`src/rtl/imem_load_if.sv`:
```
// Bundle of signals between the boot/debug loader, imem_load_ctrl, the instruction memory
// byte-write port and the pipeline hold.
interface imem_load_if #(
   parameter int ADDR_W = 16
) ();

   logic              start;
   logic              load_valid;
   logic [15:0]       load_data;
   logic              load_last;
   logic              load_ready;
   logic              mem_we;
   logic [ADDR_W-1:0] mem_addr;
   logic [7:0]        mem_wdata;
   logic              cpu_hold;
   logic              busy;
   logic              done;
   logic              err_overflow;
   logic [ADDR_W-1:0] words_loaded;
   logic [15:0]       checksum;

   // The loader side drives start and the word stream and observes everything else
   modport master (
      output start, load_valid, load_data, load_last,
      input  load_ready, mem_we, mem_addr, mem_wdata, cpu_hold, busy, done,
             err_overflow, words_loaded, checksum
   );

   // The controller side
   modport slave (
      input  start, load_valid, load_data, load_last,
      output load_ready, mem_we, mem_addr, mem_wdata, cpu_hold, busy, done,
             err_overflow, words_loaded, checksum
   );

endinterface

```
`src/rtl/imem_load_ctrl.sv`:
```
// Program-load sequencer: writes 16-bit words as big-endian byte pairs into instruction memory.
// Optional running checksum of loaded words is built when IMEM_LOAD_CHECKSUM_EN is defined.
module imem_load_ctrl #(
   parameter int DEPTH  = 100,
   parameter int ADDR_W = 16
) (
   input  logic        clk,
   input  logic        rst,
   imem_load_if.slave  bus
);

   typedef enum logic [2:0] {
      IDLE,
      ACCEPT,
      WR_HI,
      WR_LO,
      FINISH,
      ERR
   } state_t;

   localparam logic [ADDR_W:0] DEPTH_EXT = (ADDR_W + 1)'(DEPTH);

   state_t            state_q, state_d;
   logic [ADDR_W-1:0] ptr_q, ptr_d;
   logic [ADDR_W-1:0] wordCount_q, wordCount_d;
   logic [15:0]       word_q, word_d;
   logic              last_q, last_d;
   logic              memWe_q, memWe_d;
   logic [ADDR_W-1:0] memAddr_q, memAddr_d;
   logic [7:0]        memWdata_q, memWdata_d;
   logic              handshake;
   logic              overflow;
   logic              clearLoad;

   assign handshake = bus.load_valid & bus.load_ready;
   // Widened by one bit so the high-byte+1 check cannot wrap at the top of the address space
   assign overflow  = (({1'b0, ptr_q} + (ADDR_W + 1)'(1)) >= DEPTH_EXT);

   // State and datapath registers; a reset mid-load drops straight back to IDLE with no write
   always_ff @(posedge clk) begin
      if (rst) begin
         state_q     <= IDLE;
         ptr_q       <= '0;
         wordCount_q <= '0;
         word_q      <= '0;
         last_q      <= 1'b0;
         memWe_q     <= 1'b0;
         memAddr_q   <= '0;
         memWdata_q  <= '0;
      end else begin
         state_q     <= state_d;
         ptr_q       <= ptr_d;
         wordCount_q <= wordCount_d;
         word_q      <= word_d;
         last_q      <= last_d;
         memWe_q     <= memWe_d;
         memAddr_q   <= memAddr_d;
         memWdata_q  <= memWdata_d;
      end
   end

   // Next-state logic; memory strobes are computed for the state being entered so that the
   // registered mem_we/mem_addr/mem_wdata line up exactly with WR_HI and WR_LO
   always_comb begin
      state_d     = state_q;
      ptr_d       = ptr_q;
      wordCount_d = wordCount_q;
      word_d      = word_q;
      last_d      = last_q;
      memWe_d     = 1'b0;
      memAddr_d   = memAddr_q;
      memWdata_d  = memWdata_q;
      clearLoad   = 1'b0;

      case (state_q)
         IDLE, ERR: begin
            if (bus.start) begin
               state_d     = ACCEPT;
               ptr_d       = '0;
               wordCount_d = '0;
               clearLoad   = 1'b1;
            end
         end
         ACCEPT: begin
            if (handshake) begin
               word_d = bus.load_data;
               last_d = bus.load_last;
               if (overflow) begin
                  state_d = ERR;
               end else begin
                  state_d    = WR_HI;
                  memWe_d    = 1'b1;
                  memAddr_d  = ptr_q;
                  memWdata_d = bus.load_data[15:8];
               end
            end
         end
         WR_HI: begin
            state_d    = WR_LO;
            memWe_d    = 1'b1;
            memAddr_d  = ptr_q + ADDR_W'(1);
            memWdata_d = word_q[7:0];
         end
         WR_LO: begin
            ptr_d       = ptr_q + ADDR_W'(2);
            wordCount_d = wordCount_q + ADDR_W'(1);
            state_d     = last_q ? FINISH : ACCEPT;
         end
         FINISH: begin
            state_d = IDLE;
         end
         default: begin
            state_d = IDLE;
         end
      endcase
   end

   assign bus.load_ready   = (state_q == ACCEPT);
   assign bus.busy         = (state_q == ACCEPT) || (state_q == WR_HI) || (state_q == WR_LO);
   assign bus.cpu_hold     = (state_q != IDLE);
   assign bus.done         = (state_q == FINISH);
   assign bus.err_overflow = (state_q == ERR);
   assign bus.mem_we       = memWe_q;
   assign bus.mem_addr     = memAddr_q;
   assign bus.mem_wdata    = memWdata_q;
   assign bus.words_loaded = wordCount_q;

`ifdef IMEM_LOAD_CHECKSUM_EN
   logic [15:0] csum_q;

   // Wrap-around sum of every word that completes its low-byte write
   always_ff @(posedge clk) begin
      if (rst) begin
         csum_q <= 16'h0000;
      end else if (clearLoad) begin
         csum_q <= 16'h0000;
      end else if (state_q == WR_LO) begin
         csum_q <= csum_q + word_q;
      end
   end

   assign bus.checksum = csum_q;
`else
   logic unusedClear;
   assign unusedClear  = clearLoad;
   assign bus.checksum = 16'h0000;
`endif

endmodule

```
`src/flat_wrapper.sv`:
```
// flat-port wrapper written by rule: the top's interface ports become plain ports
module imem_load_ctrl_flat 
#(
   parameter int DEPTH  = 100,
   parameter int ADDR_W = 16
)
  (clk, rst, bus_start, bus_load_valid, bus_load_data, bus_load_last, bus_load_ready, bus_mem_we, bus_mem_addr, bus_mem_wdata, bus_cpu_hold, bus_busy, bus_done, bus_err_overflow, bus_words_loaded, bus_checksum);
  imem_load_if #(.ADDR_W(ADDR_W)) bus_i ();
  input  logic clk;
  input  logic rst;
  input wire logic [$bits(bus_i.start)-1:0] bus_start;
  input wire logic [$bits(bus_i.load_valid)-1:0] bus_load_valid;
  input wire logic [$bits(bus_i.load_data)-1:0] bus_load_data;
  input wire logic [$bits(bus_i.load_last)-1:0] bus_load_last;
  output wire logic [$bits(bus_i.load_ready)-1:0] bus_load_ready;
  output wire logic [$bits(bus_i.mem_we)-1:0] bus_mem_we;
  output wire logic [$bits(bus_i.mem_addr)-1:0] bus_mem_addr;
  output wire logic [$bits(bus_i.mem_wdata)-1:0] bus_mem_wdata;
  output wire logic [$bits(bus_i.cpu_hold)-1:0] bus_cpu_hold;
  output wire logic [$bits(bus_i.busy)-1:0] bus_busy;
  output wire logic [$bits(bus_i.done)-1:0] bus_done;
  output wire logic [$bits(bus_i.err_overflow)-1:0] bus_err_overflow;
  output wire logic [$bits(bus_i.words_loaded)-1:0] bus_words_loaded;
  output wire logic [$bits(bus_i.checksum)-1:0] bus_checksum;
  assign bus_i.start = bus_start;
  assign bus_i.load_valid = bus_load_valid;
  assign bus_i.load_data = bus_load_data;
  assign bus_i.load_last = bus_load_last;
  assign bus_load_ready = bus_i.load_ready;
  assign bus_mem_we = bus_i.mem_we;
  assign bus_mem_addr = bus_i.mem_addr;
  assign bus_mem_wdata = bus_i.mem_wdata;
  assign bus_cpu_hold = bus_i.cpu_hold;
  assign bus_busy = bus_i.busy;
  assign bus_done = bus_i.done;
  assign bus_err_overflow = bus_i.err_overflow;
  assign bus_words_loaded = bus_i.words_loaded;
  assign bus_checksum = bus_i.checksum;
  imem_load_ctrl #(.DEPTH(DEPTH), .ADDR_W(ADDR_W)) u_core (.clk(clk), .rst(rst), .bus(bus_i));
endmodule
```
`config.mk`:
```
export PLATFORM = sky130hd
export DESIGN_NAME = imem_load_ctrl_flat
export DESIGN_NICKNAME = d
export VERILOG_FILES = /design/src/rtl/imem_load_if.sv /design/src/rtl/imem_load_ctrl.sv /design/src/flat_wrapper.sv
export SDC_FILE = /design/constraint.sdc
export NUM_CORES = 1
export LEC_CHECK = 0
export ABC_AREA = 1
export BUFFER_PORTS_ARGS = -buffer_cell sky130_fd_sc_hd__buf_2
export CAP_MARGIN = 5
export CORE_UTILIZATION = 54
export DETAILED_ROUTE_END_ITERATION = 16
export PLACE_DENSITY = 0.89
export SKIP_CTS_REPAIR_TIMING = 1
export SLEW_MARGIN = 15
export SYNTH_ARGS = -nofsm -noshare
export SYNTH_HDL_FRONTEND = slang
export SYNTH_SLANG_ARGS = --single-unit
```
`constraint.sdc`:
```
create_clock -name clk -period 1.65 [get_ports clk]
set_input_delay 0.165 -clock clk [delete_from_list [all_inputs] [get_ports clk]]
set_output_delay 0.165 -clock clk [all_outputs]
set_load 0.05 [all_outputs]
```
==> key figures <==
Yosys
  • EDFF count, synth: 0
  • Main synth FF type: dfxtp_1
  • Synth cell types: 28
  • Average size of a mapped cell: 6.704 µm²
  • Cell Area, Synth: approximately 3500 µm²
  • Dominant cell type by area after synthesis: dfxtp_1
  • Most numerous cell in the Yosys netlist: nand2_1
  • Synth top cells by count: nand2_1 (137), nor2_1 (70), dfxtp_1 (68)
  • Syn. warnings: 0
  • Synthesized flop and latch total: 68
  • Async SR Flop Fraction: 0%
  • Sequential element share of the synthesized area: 39.28%
  • Post-synth top area share: 39.28%
  • Synth area leaders: dfxtp_1 (39%), nand2_1 (15%), a21oi_1 (7.9%)
  • Mapped Cells: between 500 and 600

STA
  • Crit path time final: 1.521 ns
  • Final setup fails: 0
  • Clock Skews: 0.008554 ns
  • Slew Limit Fails: 0
  • Post-route setup slack: 0.1292 ns
  • Worst slew pin tran: 0.5049 ns
  • Fin. Hold Viols: 0
  • Period utilization: about 90%
  • Unrepaired setup endpoints after global routing: no
  • Rel. slew slack: 66.08%
  • Max Fclk: 0.6575 GHz

Finish
  • Share of cells above drive strength 1: about 22%
  • Fin nets: slightly above 600
  • Antenna Cells: 0
  • Area Overhead vs Synth: 18.99%

Worst setup path
  • Crit path DAT: 1.36 ns
  • Worst setup EP type: output port
  • Count of buffer and inverter cells on the critical path: 3
  • Critical path required time: 1.48 ns
  • CP cell instances: inv_2 -> nor2_1 -> nand2_1 -> inv_1 -> clkbuf_4
  • Crit path max-delay family: buffers and inverters
  • Setup CP Type: flop to output port
  • CP Launch Type: flop
  • Crit-path max FO: 6
  • Slowest stage cell, crit path: dfxtp_2
  • Slowest stage delay, CP: slightly below 0.4 ns

Clocking
  • TritonCTS buffer count: 9
  • CTS Root Cell: clkbuf_8
  • Clock latency on the worst-skew pair: 0.35 ns
  • CTS clk-pin slew, worst paths: 0.07 ns
  • Clock sinks: 68
  • TritonCTS clock tree: built
  • Clock Path Buffers: 2
  • H-tree lvl count: 3

Floorplanning
  • Site Rows: 28
  • Area of the core: 6061 µm²
  • Initial Util: a little under three fifths
  • Die W: about 82 µm
  • Die H: 82.12 µm
  • DIE AREA: 6743 µm²
  • # IOs: 83

Power and ir drop
  • Worst vdd ir: 0.0006649 V
  • P per Cell Area: 1087 nW/µm²
  • PnR Total Power: 0.004485 W
  • LEAKAGE: 1.886 nW

Drt
  • M1 wire length: 3.464 mm
  • Vias per cell: 5.232
  • Detailed router's first-iteration violation count: 168
  • Vias: 3,500
  • Met3 wire length: around 570 µm
  • Drt total wl: between 8 and 9 mm
  • DR WL met2: 4.128 mm
  • Drt wl/cell: 12.43 µm
  • Drt drc: 0
  • Post-detailed-route count of antenna-violating nets: 0
  • Top sig layer: met4
  • Drt first pass iters: 5

Global routing
  • Largest net degree at the start of global routing: 39
  • Via count of the first global-routing pass: around 3,100
  • Initial antenna violation count: 0
  • GRT overflow: 0
  • GRT Util Overall: 25.22%
  • First-pass GRT wire length: 13.01 mm

Placed design
  • Post-DP HPWL: a little under 6 mm
  • IO Port Bufs: 66
  • Pre-CTS setup slack: -0.001927 ns
  • Routability cong.: 0.9583

Status
  • Status: finished clean

Worst hold path
  • Worst hold path type: primary input to flop

Job
  • Max cap viols: 0
through the flow:
step                      utilization [%]  instances  cell area (µm²)  setup TNS [ns]  hold slack [ns]
after floorplan                         -        532             3527               0           0.2999
final                               68.04        669             4124               0          0.04085
after detailed placement            63.89        652             3872       -0.001927           0.4004
after CTS                           67.13        668             4069        -0.01094          0.03598
after global routing                68.04        669             4124               0          0.04783
after global placement              63.89        652             3872               0           0.3956
worst paths after layout:
| path | to | cells after the start | slack [ns] | startpoint |
|---|---|---|---|---|
| min | u_core.word_q[1] | 3 | 0.04 | bus_load_data[1] |
| max reg2reg | u_core.bus.words_loaded[7] | 6 | 0.15 | u_core.state_q[1] |
| min reg2reg | u_core.ptr_q[1] | 1 | 0.47 | u_core.ptr_q[1] |
| max | bus_load_ready | 5 | 0.13 | u_core.state_q[0] |
state kept, by name, summed over array words and instances, names as in the netlist:
name,count
u_core.bus.mem_addr,16
u_core.bus.words_loaded,16
u_core.ptr_q,15
u_core.bus.mem_wdata,8
u_core.word_q,8
u_core.state_q,3
u_core.bus.mem_we,1
u_core.last_q,1
power by group:
group          switching [W]  internal [W]
Clock               0.000599      0.000784
Sequential         0.0000706       0.00176
Combinational       0.000917      0.000351
Total                0.00159       0.00290
tightest hold or removal path: stages:
cell and delay, ns:
buf_2 0.07, nor2_1 0.03, nor2_1 0.08
layout by cell type (no fill, tap or decap), types with 5 or more instances in the layout:
master / netlist / routed
nand2_1: 137 / 135
nor2_1: 70 / 65
buf_2: 10 / 65
dfxtp_1: 68 / 63
a21oi_1: 55 / 55
inv_1: 47 / 47
o21ai_0: 31 / 30
nand3_1: 28 / 27
conb_1: 1 / 16
nand3_2: 11 / 12
buf_4: 17 / 12
clkbuf_8: 0 / 11
nor3_1: 8 / 8
inv_2: 5 / 5
dfxtp_2: 0 / 5
metal layers:
metal	GRT usage (%)	up-vias
li1	-	1756
met3	6.484	18
met4	11.23	0
met1	27.87	1579
met2	45.21	147
met5	0	-
layout make-up:
type	instances	area [µm²]
timing repair buffer	82	503.0
tap	75	93.84
clock buffer	15	166.4
fill	519	1937
inverter	54	206.4
sequential	68	1368
multi-input combinational	374	1757
clock inverter	1	30.03
kinds of logic (layout without fill, tap and decap cells):
kind of cell | after synthesis | after routing | synth area share (%)
AO/OA/AOI/OAI | 88 | 88 | 12.89
XOR/XNOR | 2 | 2 | 0.5055
adder cells (fa/ha/maj) | 2 | 2 | 0.7219
buffers and inverters | 90 | 152 | 12.60
flip-flops | 68 | 68 | 39.28
other | 1 | 16 | 0.1082
AND/OR/NAND/NOR | 266 | 266 | 33.90
Power figures use the tool's default switching activity.
